--- src/rtl/des_block_scheduler.sv ---
// Two-requester round-robin scheduler feeding a single DES core through setup/launch/wait/respond/ack phases.
// Optional WAIT watchdog enabled by defining DES_SCHED_TIMEOUT_EN.
module des_block_scheduler #(
  parameter int SETUP_CYCLES   = 3,
  parameter int TIMEOUT_CYCLES = 64
) (
  input  logic        clk,
  input  logic        n_rst,
  input  logic        req0_valid,
  input  logic        req1_valid,
  input  logic [63:0] req0_data,
  input  logic [63:0] req1_data,
  input  logic        req0_encrypt,
  input  logic        req1_encrypt,
  output logic        req0_ready,
  output logic        req1_ready,
  output logic        rsp0_valid,
  output logic        rsp1_valid,
  input  logic        rsp0_ack,
  input  logic        rsp1_ack,
  output logic [63:0] rsp_data,
  output logic [63:0] core_rcv_data,
  output logic        core_rcv_data_ready,
  output logic        core_encrypt,
  output logic        core_handshake_ack,
  input  logic [63:0] core_trans_data,
  input  logic        core_trans_data_ready,
  output logic        busy,
  output logic        err_timeout
);

  if (SETUP_CYCLES < 2 || SETUP_CYCLES > 15 || TIMEOUT_CYCLES < 2 || TIMEOUT_CYCLES > 255) begin : g_bad_param
    $error("des_block_scheduler: parameter out of range");
  end

  localparam logic [3:0] SETUP_LAST = 4'(SETUP_CYCLES - 1);

  typedef enum logic [2:0] {
    S_IDLE,
    S_SETUP,
    S_LAUNCH,
    S_WAIT,
    S_RESP,
    S_ACK
  } state_t;

  state_t      state_q, state_d;
  logic        grant_q, grant_d;
  logic        prio_q, prio_d;
  logic [63:0] blk_q, blk_d;
  logic        enc_q, enc_d;
  logic [63:0] rsp_data_q, rsp_data_d;
  logic [3:0]  setup_cnt_q, setup_cnt_d;
  logic        pick1;
  logic        ack_sel;

`ifdef DES_SCHED_TIMEOUT_EN
  localparam logic [7:0] TMO_LAST = 8'(TIMEOUT_CYCLES - 1);
  logic [7:0]  tmo_cnt_q, tmo_cnt_d;
  logic        err_q, err_d;
`endif

  always_comb begin
    state_d             = state_q;
    grant_d             = grant_q;
    prio_d              = prio_q;
    blk_d               = blk_q;
    enc_d               = enc_q;
    rsp_data_d          = rsp_data_q;
    setup_cnt_d         = setup_cnt_q;
    pick1               = 1'b0;
    ack_sel             = 1'b0;
    req0_ready          = 1'b0;
    req1_ready          = 1'b0;
    rsp0_valid          = 1'b0;
    rsp1_valid          = 1'b0;
    core_rcv_data_ready = 1'b0;
    core_handshake_ack  = 1'b0;
`ifdef DES_SCHED_TIMEOUT_EN
    tmo_cnt_d           = tmo_cnt_q;
    err_d               = err_q;
`endif
    case (state_q)
      S_IDLE: begin
        // A lone requester wins outright; the pointer only breaks ties.
        if (req0_valid || req1_valid) begin
          pick1       = req1_valid && (!req0_valid || prio_q);
          grant_d     = pick1;
          req0_ready  = !pick1;
          req1_ready  = pick1;
          blk_d       = pick1 ? req1_data : req0_data;
          enc_d       = pick1 ? req1_encrypt : req0_encrypt;
          setup_cnt_d = 4'd0;
          state_d     = S_SETUP;
        end
      end
      S_SETUP: begin
        if (setup_cnt_q == SETUP_LAST) begin
          setup_cnt_d = 4'd0;
          state_d     = S_LAUNCH;
        end else begin
          setup_cnt_d = setup_cnt_q + 4'd1;
        end
      end
      S_LAUNCH: begin
        core_rcv_data_ready = 1'b1;
        state_d             = S_WAIT;
`ifdef DES_SCHED_TIMEOUT_EN
        tmo_cnt_d           = 8'd0;
`endif
      end
      S_WAIT: begin
        if (core_trans_data_ready) begin
          rsp_data_d = core_trans_data;
          state_d    = S_RESP;
        end
`ifdef DES_SCHED_TIMEOUT_EN
        // Abandon the block and still flush the core through ACK.
        else if (tmo_cnt_q == TMO_LAST) begin
          err_d   = 1'b1;
          state_d = S_ACK;
        end else begin
          tmo_cnt_d = tmo_cnt_q + 8'd1;
        end
`endif
      end
      S_RESP: begin
        rsp0_valid = !grant_q;
        rsp1_valid = grant_q;
        ack_sel    = grant_q ? rsp1_ack : rsp0_ack;
        if (ack_sel) begin
          state_d = S_ACK;
        end
      end
      S_ACK: begin
        core_handshake_ack = 1'b1;
        prio_d             = !prio_q;
        state_d            = S_IDLE;
      end
      default: state_d = S_IDLE;
    endcase
  end

  always_ff @(posedge clk or negedge n_rst) begin
    if (!n_rst) begin
      state_q     <= S_IDLE;
      grant_q     <= 1'b0;
      prio_q      <= 1'b0;
      blk_q       <= 64'd0;
      enc_q       <= 1'b0;
      rsp_data_q  <= 64'd0;
      setup_cnt_q <= 4'd0;
`ifdef DES_SCHED_TIMEOUT_EN
      tmo_cnt_q   <= 8'd0;
      err_q       <= 1'b0;
`endif
    end else begin
      state_q     <= state_d;
      grant_q     <= grant_d;
      prio_q      <= prio_d;
      blk_q       <= blk_d;
      enc_q       <= enc_d;
      rsp_data_q  <= rsp_data_d;
      setup_cnt_q <= setup_cnt_d;
`ifdef DES_SCHED_TIMEOUT_EN
      tmo_cnt_q   <= tmo_cnt_d;
      err_q       <= err_d;
`endif
    end
  end

  assign core_rcv_data = blk_q;
  assign core_encrypt  = enc_q;
  assign rsp_data      = rsp_data_q;
  assign busy          = (state_q != S_IDLE);
`ifdef DES_SCHED_TIMEOUT_EN
  assign err_timeout   = err_q;
`else
  assign err_timeout   = 1'b0;
`endif

endmodule

--- config.mk ---
export PLATFORM = sky130hd
export DESIGN_NAME = des_block_scheduler
export DESIGN_NICKNAME = d
export VERILOG_FILES = /design/src/rtl/des_block_scheduler.sv
export SDC_FILE = /design/constraint.sdc
export NUM_CORES = 1
export LEC_CHECK = 0
export BUFFER_PORTS_ARGS = -buffer_cell sky130_fd_sc_hd__buf_2
export CAP_MARGIN = 20
export CORE_MARGIN = 10
export CORE_UTILIZATION = 47
export CTS_CLUSTER_SIZE = 10
export DETAILED_ROUTE_END_ITERATION = 10
export GPL_TIMING_DRIVEN = 0
export PLACE_DENSITY = 0.9
export SYNTH_ARGS = -nofsm -noshare
export SYNTH_HDL_FRONTEND = slang
export SYNTH_SLANG_ARGS = --single-unit
--- constraint.sdc ---
create_clock -name clk -period 4.7 [get_ports clk]
set_clock_uncertainty 0.05 [all_clocks]
set_input_delay 0.705 -clock clk [delete_from_list [all_inputs] [get_ports clk]]
set_output_delay 0.705 -clock clk [all_outputs]
set_load 0.05 [all_outputs]
==> key figures, run 1 <==
Run status
  • Outcome: completed

Setup path
  • Worst EP required: 3.94 ns
  • RR Endpoint: core_rcv_data[37]
  • Reg2reg setup slack: 2.79 ns
  • Worst-path fanout max: 10
  • Worst setup EP type: primary output
  • Worst r2r src: state_q[0]
  • R2r worst-path depth: 5
  • Worst EP arrival: 2.26 ns
  • Worst Path Class, Setup: flip-flop to primary output
  • Crit path launch type: flip-flop

Route
  • Vias per cell: 5.37
  • Initial DRC Count: 318
  • Via Count: 5113
  • Final WL: 20300 µm
  • Routed length per instance: 21.3 µm
  • DRC viols: 0
  • Routed Antenna Nets: 0
  • DRT Pass-1 Iters: 5

Power
  • VDD IR max: 0.566 mV
  • P_int: 0.00369 W
  • Clock share of power: 15.8%
  • Switching part of the total: 50.7%
  • Total power: 0.00748 W
  • Power Density: 902 nW/µm²
  • Static leakage: 4.27 nW
  • Sequential share of power: 28.1%
  • Switching Power: 0.00379 W
  • Comb pwr share: 56.1%

Final layout
  • Layout cells sized above 1: 59.3%
  • Final Cell Area: 8290 µm²
  • Area delta synth->final: 41.9%
  • NumNets Final: 977

Placed design
  • Gp weighted congestion: 0.867
  • Area after DPL: 7770 µm²
  • Port Buf Inserts: 336
  • Hpwl dp: 16200 µm

Run
  • Max-cap violations: 0

Clock network
  • # Post-CTS Setup Buffers: 0
  • CTS tree: built
  • Post-cts resize count: 0
  • CTS Buf Count: 17
  • CTS H-tree lvls: 4
  • CTS root buffer: clkbuf_16
  • Clock Latency Late Sink: 0.41 ns
  • Sink Count: 138
  • CTS Hold Buffers Added: 0
  • Worst-path clk slew: 0.05 ns
  • Clk buf depth: 2

Synthesis
  • Avg Cell Area, Syn: 14.0 µm²
  • Main flop type after synthesis: dfrtp_1
  • Post-synth EDFFs: 0
  • Ys async rst share: 100%
  • Yosys warns: 0
  • Post-synthesis net count: 621
  • Seq/Total Area, Yosys: 59.1%
  • Synth Instances: 418
  • Count of unique library cells instantiated by Yosys: 42
  • Synth Register Bits: 138
  • Synthesized area: 5840 µm²

STA
  • Crit path time final: 3.01 ns
  • Max transition margin: 56.4%
  • Final Cycle Share: 64.1%
  • Fin. Hold Viols: 0
  • Sum Neg Setup Slack: 0 ns
  • Worst slew pin tran: 0.654 ns
  • Final setup fails: 0
  • Upper clock frequency limit: 332 MHz
  • Max Transition Viols Final: 0
  • RSZ-0062 raised after global routing: false

Die
  • Die area: 17300 µm²
  • Core area: 12100 µm²
  • Height of the die: 132 µm
  • Placement row count: 40
  • Starting Density: 48.3%
  • Die W: 132 µm
  • # IOs: 338

Min path
  • Min-Delay Path Class: primary input to async pin

Global route
  • Vias in the first global route: 5767
  • Antenna violations before repair: 1
  • Pin count of the biggest net entering global routing: 72
  • Total GRT Usage: 22.8%
  • GRT overflow: 0
  • First-pass GRT wire length: 31500 µm
## power groups by stage
stage,clock (W),sequential [W],combinational [W]
floorplan,0,0.00397,0.00121
global placement,0,0.00206,0.00413
detailed placement,0,0.00209,0.00423
CTS,0.00120,0.00209,0.00423
global route,0.00125,0.00217,0.00440
finish,0.00118,0.00210,0.00420
## sequential cells by signal, summed over array words and instances, names as in the netlist
register / cells
core_rcv_data: 64
rsp_data: 64
setup_cnt_q: 4
state_q: 3
core_encrypt: 1
grant_q: 1
prio_q: 1
## worst max-delay path, cell delays in order, from the launching register on
cell,delay [ns]
dfrtp_1,0.37
buf_2,0.17
nor3_4,0.34
nand3_2,0.28
inv_2,0.19
buf_4,0.20
buf_2,0.28
## area by class of cell
type,instances,area (µm²)
Fill cell,936,3820
Sequential cell,138,3450
Multi-Input combinational cell,239,2180
Timing Repair Buffer,337,1720
Clock buffer,26,509
Tap cell,168,210
Buffer,38,204
Clock inverter,2,12.5
Inverter,3,11.3
Antenna cell,1,2.50
## routing by layer
metal / GRT usage [%] / routed length [µm]
met1: 23.9 / 7400
met3: 8.92 / 1840
met5: 0 / 0
met2: 39.4 / 10400
met4: 10.8 / 662
## cell usage after synthesis, types with 2 or more instances
cell / instances / share of area, %
clkbuf_1: 5 / 0.32
buf_4: 8 / 1.0
nand3b_1: 33 / 4.2
inv_1: 2 / 0.13
mux2_2: 64 / 12
nand2b_1: 2 / 0.21
nor2_1: 4 / 0.26
buf_2: 24 / 2.1
o221a_1: 30 / 5.8
o221a_2: 3 / 0.58
nand2_1: 5 / 0.32
dfrtp_1: 138 / 59
nor2b_1: 2 / 0.21
a221o_1: 33 / 5.7
and3_1: 33 / 3.5
and2_1: 3 / 0.32
ha_1: 2 / 0.43
nor3b_1: 3 / 0.39
## cells in the final DEF, fill, tap and decap left out, types with 5 or more instances in the layout
cell type,count
a221o_1,33
and3_1,33
buf_2,359
buf_4,8
clkbuf_1,9
clkbuf_16,17
clkbuf_8,5
dfrtp_1,138
mux2_2,64
nand2_1,5
nand3b_1,33
o221a_1,30
## worst max path at each step
| stage | from | to |
|---|---|---|
| final | state_q[0] | req1_ready |
| after global routing | state_q[0] | req1_ready |
| after CTS | state_q[0] | req1_ready |
| after detailed placement | req0_valid | req0_ready |
| after global placement | n_rst | rsp_data[60] |
| after floorplan | req0_valid | req0_ready |
## kinds of logic after synthesis
group                    share of synthesized area, %
AND/OR/NAND/NOR                                  10.6
buffers and inverters                            3.68
XOR/XNOR                                        0.300
multiplexers                                     12.5
flip-flops                                       59.1
adder cells (fa/ha/maj)                         0.428
other                                          0.0642
AO/OA/AOI/OAI                                    13.3
## stage by stage
stage | worst slack, ns | hold WS, ns | std cells | util (%)
3_3_place_gp | 1.02 | 0.431 | 922 | 63.9
4_1_cts | 1.68 | 0.266 | 951 | 68.5
3_5_place_dp | 1.78 | 0.436 | 923 | 64.2
6_report | 1.69 | 0.249 | 952 | 68.5
5_1_grt | 1.53 | 0.292 | 952 | 68.5
2_1_floorplan | 2.10 | 0.359 | 418 | -
Power figures use the tool's default switching activity.
==> run 2: changes to the inputs <==
ABC_AREA = 1   (was default)
CORE_UTILIZATION = 40   (was 47)
PLACE_DENSITY = 0.81   (was 0.9)
clock period = 2.58 ns   (was 4.7 ns; I/O delays follow)
==> run 2 against run 1 <==
Compared with the run above:
- synthesized cell count is 69% higher
- cell count is 33% higher
- sequential cell count stayed put
- wire length is 6.8% higher
- combinational power is 80% higher
- non-clock buffer count is 10 higher
- first-iteration DRC count is 31% higher
- via count is 20% higher
- area after synthesis is 2.7% higher
- sequential share of layout area is 1.6 points lower
- sequential power is 80% higher
- critical path type unchanged
==> key figures, run 2 <==
Run status
  • Outcome: completed (unchanged)

Power
  • Switching part of the total: 52.4% (was 50.7%)
  • Comb pwr share: 54.2% (was 56.1%)
  • VDD IR max: 0.812 mV (was 0.566 mV)
  • Power Density: 1610 nW/µm² (was 902 nW/µm²)
  • Total power: 0.0139 W (was 0.00748 W)
  • Static leakage: 4.84 nW (was 4.27 nW)
  • Sequential share of power: 27.1% (was 28.1%)
  • P_int: 0.00663 W (was 0.00369 W)
  • Clock share of power: 18.7% (was 15.8%)
  • Switching Power: 0.00728 W (was 0.00379 W)

Global route
  • Total GRT Usage: 20.6% (was 22.8%)
  • GRT met3 Usage: 6.04% (was 8.92%)
  • Antenna violations before repair: 1 (unchanged)
  • Met1 Track Usage GR: 24.5% (was 23.9%)
  • First-pass GRT wire length: 33100 µm (was 31500 µm)
  • Vias in the first global route: 6173 (was 5767)
  • GRT Max-Usage Layer: met2 (unchanged)
  • Pin count of the biggest net entering global routing: 77 (was 72)
  • GRT overflow: 0 (unchanged)
  • Met2 usage: 34.7% (was 39.4%)

STA
  • Final setup fails: 0 (unchanged)
  • Max transition margin: 59.0% (was 56.4%)
  • Crit path time final: 2.41 ns
  • RSZ-0062 raised after global routing: false (unchanged)
  • Upper clock frequency limit: 414 MHz
  • Max Transition Viols Final: 0 (unchanged)
  • Fin. Hold Viols: 0 (unchanged)
  • Final Cycle Share: 93.6%
  • Worst slew pin tran: 0.615 ns (was 0.654 ns)

Placed design
  • Area after DPL: 7950 µm² (was 7770 µm²)
  • Hpwl dp: 17000 µm (was 16200 µm)
  • Gp weighted congestion: 0.880 (was 0.867)
  • Port Buf Inserts: 336 (unchanged)

Clock network
  • Clk buf depth: 2 (unchanged)
  • CTS root buffer: clkbuf_16 (unchanged)
  • Sink Count: 138 (unchanged)
  • CTS H-tree lvls: 4 (unchanged)
  • CTS tree: built (unchanged)
  • Worst-path clk slew: 0.06 ns (was 0.05 ns)
  • Clock Latency Late Sink: 0.41 ns (about the same)
  • CTS Buf Count: 17 (unchanged)

Synthesis
  • Compound-cell area share of the yosys netlist: 6.50% (was 13.3%)
  • Most common cell in the netlist: nand2_1 (was dfrtp_1)
  • Ys async rst share: 100% (unchanged)
  • Area leader, netlist: dfrtp_1 (unchanged)
  • Synth Register Bits: 138 (unchanged)
  • Post-Synth Adder-Cell Area: 0.417% (was 0.428%)
  • Synth Instances: 706 (was 418)
  • Ranking of synthesized cells by area: dfrtp_1 58%, nand2_1 17%, nand3_1 8.8% (was dfrtp_1 59%, mux2_2 12%, o221a_1 5.8%)
  • Simple-gate share of the synthesized area: 30.0% (was 10.6%)
  • Synth top cells by count: 272 x nand2_1, 138 x dfrtp_1, 105 x nand3_1 (was 138 x dfrtp_1, 64 x mux2_2, 33 x a221o_1, 33 x and3_1, 33 x nand3b_1)
  • XOR/XNOR Fraction of Synth Area: 0.292% (was 0.300%)
  • Count of unique library cells instantiated by Yosys: 27 (was 42)
  • Largest family of logic cells by synthesized area: simple AND/OR/NAND/NOR gates (was compound AO/OA/AOI/OAI gates)
  • Post-synth EDFFs: 0 (unchanged)
  • Avg Cell Area, Syn: 8.50 µm² (was 14.0 µm²)
  • Yosys warns: 0 (unchanged)
  • Seq/Total Area, Yosys: 57.5% (was 59.1%)
  • Main flop type after synthesis: dfrtp_1 (unchanged)
  • Post-synthesis net count: 909 (was 621)
  • Post-synthesis mux area share: 0% (was 12.5%)
  • Post-synth top area share: 57.5% (was 59.1%)
  • Synthesized area: 6000 µm² (was 5840 µm²)

Die
  • # IOs: 338 (unchanged)
  • Height of the die: 143 µm (was 132 µm)
  • Starting Density: 41.0% (was 48.3%)
  • Die area: 20300 µm² (was 17300 µm²)
  • Core area: 14600 µm² (was 12100 µm²)
  • Placement row count: 44 (was 40)
  • Die W: 143 µm (was 132 µm)

Final layout
  • Layout cells sized above 1: 38.2% (was 59.3%)
  • Area delta synth->final: 43.5% (was 41.9%)
  • Commonest non-fill, non-tap cells in the layout: 352 x buf_2, 272 x nand2_1, 137 x dfrtp_1 (was 359 x buf_2, 138 x dfrtp_1, 64 x mux2_2)
  • Final Cell Area: 8620 µm² (was 8290 µm²)
  • Fillers: 1337 (was 936)
  • Commonest non-fill, non-tap cell in the layout: buf_2 (unchanged)
  • NumNets Final: 1269 (was 977)

Min path
  • Hold-critical path depth: 3
  • Hold_sp: req0_data[59]
  • Hold path endpoint: core_rcv_data[59]
  • Min-Delay Path Class: primary input to flip-flop (was primary input to async pin)

Setup path
  • Worst r2r src: state_q[2] (was state_q[0])
  • CP Buf/Inv Count: 5 (was 4)
  • Worst setup EP type: primary output (unchanged)
  • Reg2reg setup slack: 0.94 ns (was 2.79 ns)
  • R2r worst-path depth: 9 (was 5)
  • Worst EP arrival: 1.98 ns (was 2.26 ns)
  • Worst-path cell chain: buf_2 -> inv_1 -> nand2_4 -> nor2_8 -> inv_4 -> nor2_8 -> buf_4 -> clkbuf_4 (was buf_2 -> nor3_4 -> nand3_2 -> inv_2 -> buf_4 -> buf_2)
  • CP peak stage delay: 0.36 ns (was 0.37 ns)
  • Slowest-stage cell, CP: dfrtp_1 (unchanged)
  • Crit path launch type: flip-flop (unchanged)
  • Cell family with most CP delay: buffers and inverters (unchanged)
  • Worst Path Class, Setup: flip-flop to primary output (unchanged)
  • Worst EP required: 2.14 ns (was 3.94 ns)
  • RR Endpoint: core_rcv_data[61] (was core_rcv_data[37])
  • Most used cell, CP: nor2_8 (was buf_2)
  • Worst-path fanout max: 10 (unchanged)

Route
  • Vias per cell: 4.87 (was 5.37)
  • Routed Antenna Nets: 0 (unchanged)
  • DRT Pass-1 Iters: 5 (unchanged)
  • Initial DRC Count: 416 (was 318)
  • Final WL: 21700 µm (was 20300 µm)
  • Via Count: 6158 (was 5113)
  • DRC viols: 0 (unchanged)
  • Routed length per instance: 17.1 µm (was 21.3 µm)

Run
  • Max-cap violations: 0 (unchanged)
## run 2: cell count changes after synthesis, sizes merged, moves of 42 or more
cell / change
mux2: -64
nand2: +268
nand3: +103
nor2: +42
o21ai: +68
## run 2: logic make-up after synthesis
kind of cell	Yosys count
buffers and inverters	60
XOR/XNOR	2
AO/OA/AOI/OAI	75
other	1
AND/OR/NAND/NOR	428
adder cells (fa/ha/maj)	2
flip-flops	138
## run 2: layout make-up
cell class                      instances  area (µm²)  share of cell area (%)
Tap cell                              184         230                    2.67
Buffer                                 44         251                    2.92
Clock inverter                         11         169                    1.96
Multi-Input combinational cell        508        2240                    26.0
Antenna cell                            1        2.50                  0.0290
Timing Repair Buffer                  341        1750                    20.3
Sequential cell                       138        3450                    40.1
Clock buffer                           21         460                    5.34
Inverter                               16        62.6                   0.726
## run 2: per-layer routing
layer,up-vias,part of all wire (%)
li1,2993,-
met3,31,7.5
met2,239,51
met5,-,0
met4,0,1.9
met1,2895,40
## run 2: power groups by stage
stage                     logic (W)  registers [W]  clock network (W)
after floorplan             0.00218        0.00711                  0
after detailed placement    0.00760        0.00376                  0
after global routing        0.00803        0.00388            0.00273
after global placement      0.00747        0.00373                  0
final                       0.00755        0.00377            0.00260
after CTS                   0.00760        0.00376            0.00263
## run 2: timing repair
action | CTS | global route
buffers inserted | 0 | 3
hold endpoints to repair | 62 | 0
setup endpoints to repair | 0 | 2
resized for setup | 0 | 2
hold buffers | 1 | 0
## run 2: stage by stage
| step | cells | TNS, ns | setup slack (ns) | hold slack (ns) | util (%) |
|---|---|---|---|---|---|
| floorplan | 706 | 0 | 0.492 | 0.0414 | - |
| global route | 1263 | 0 | 0.00476 | 0.119 | 58.8 |
| detailed placement | 1227 | 0 | 0.325 | 0.357 | 54.3 |
| finish | 1264 | 0 | 0.166 | 0.127 | 58.9 |
| CTS | 1260 | 0 | 0.0158 | 0.104 | 58.7 |
| global placement | 1226 | -117.92 | -0.866 | 0.399 | 54.1 |
## run 2: worst max-delay path by stage
stage,slack (ns),start,cells past startpoint,end
after global routing,0.005,state_q[2],8,req0_ready
after CTS,0.02,prio_q,6,req1_ready
final,0.17,state_q[2],8,req0_ready
after global placement,-0.87,n_rst,1,core_rcv_data[32]
after floorplan,0.49,state_q[2],5,state_q[1]
after detailed placement,0.32,req0_valid,6,req1_ready
## run 2: worst register-to-register path, stage by stage (launching register included)
cell and delay [ns]:
dfrtp_1 0.36, buf_2 0.16, inv_1 0.14, nand2_4 0.11, nor2_8 0.17, inv_4 0.08, buf_6 0.16, buf_6 0.14
nand2_1 0.06, nand3_1 0.09
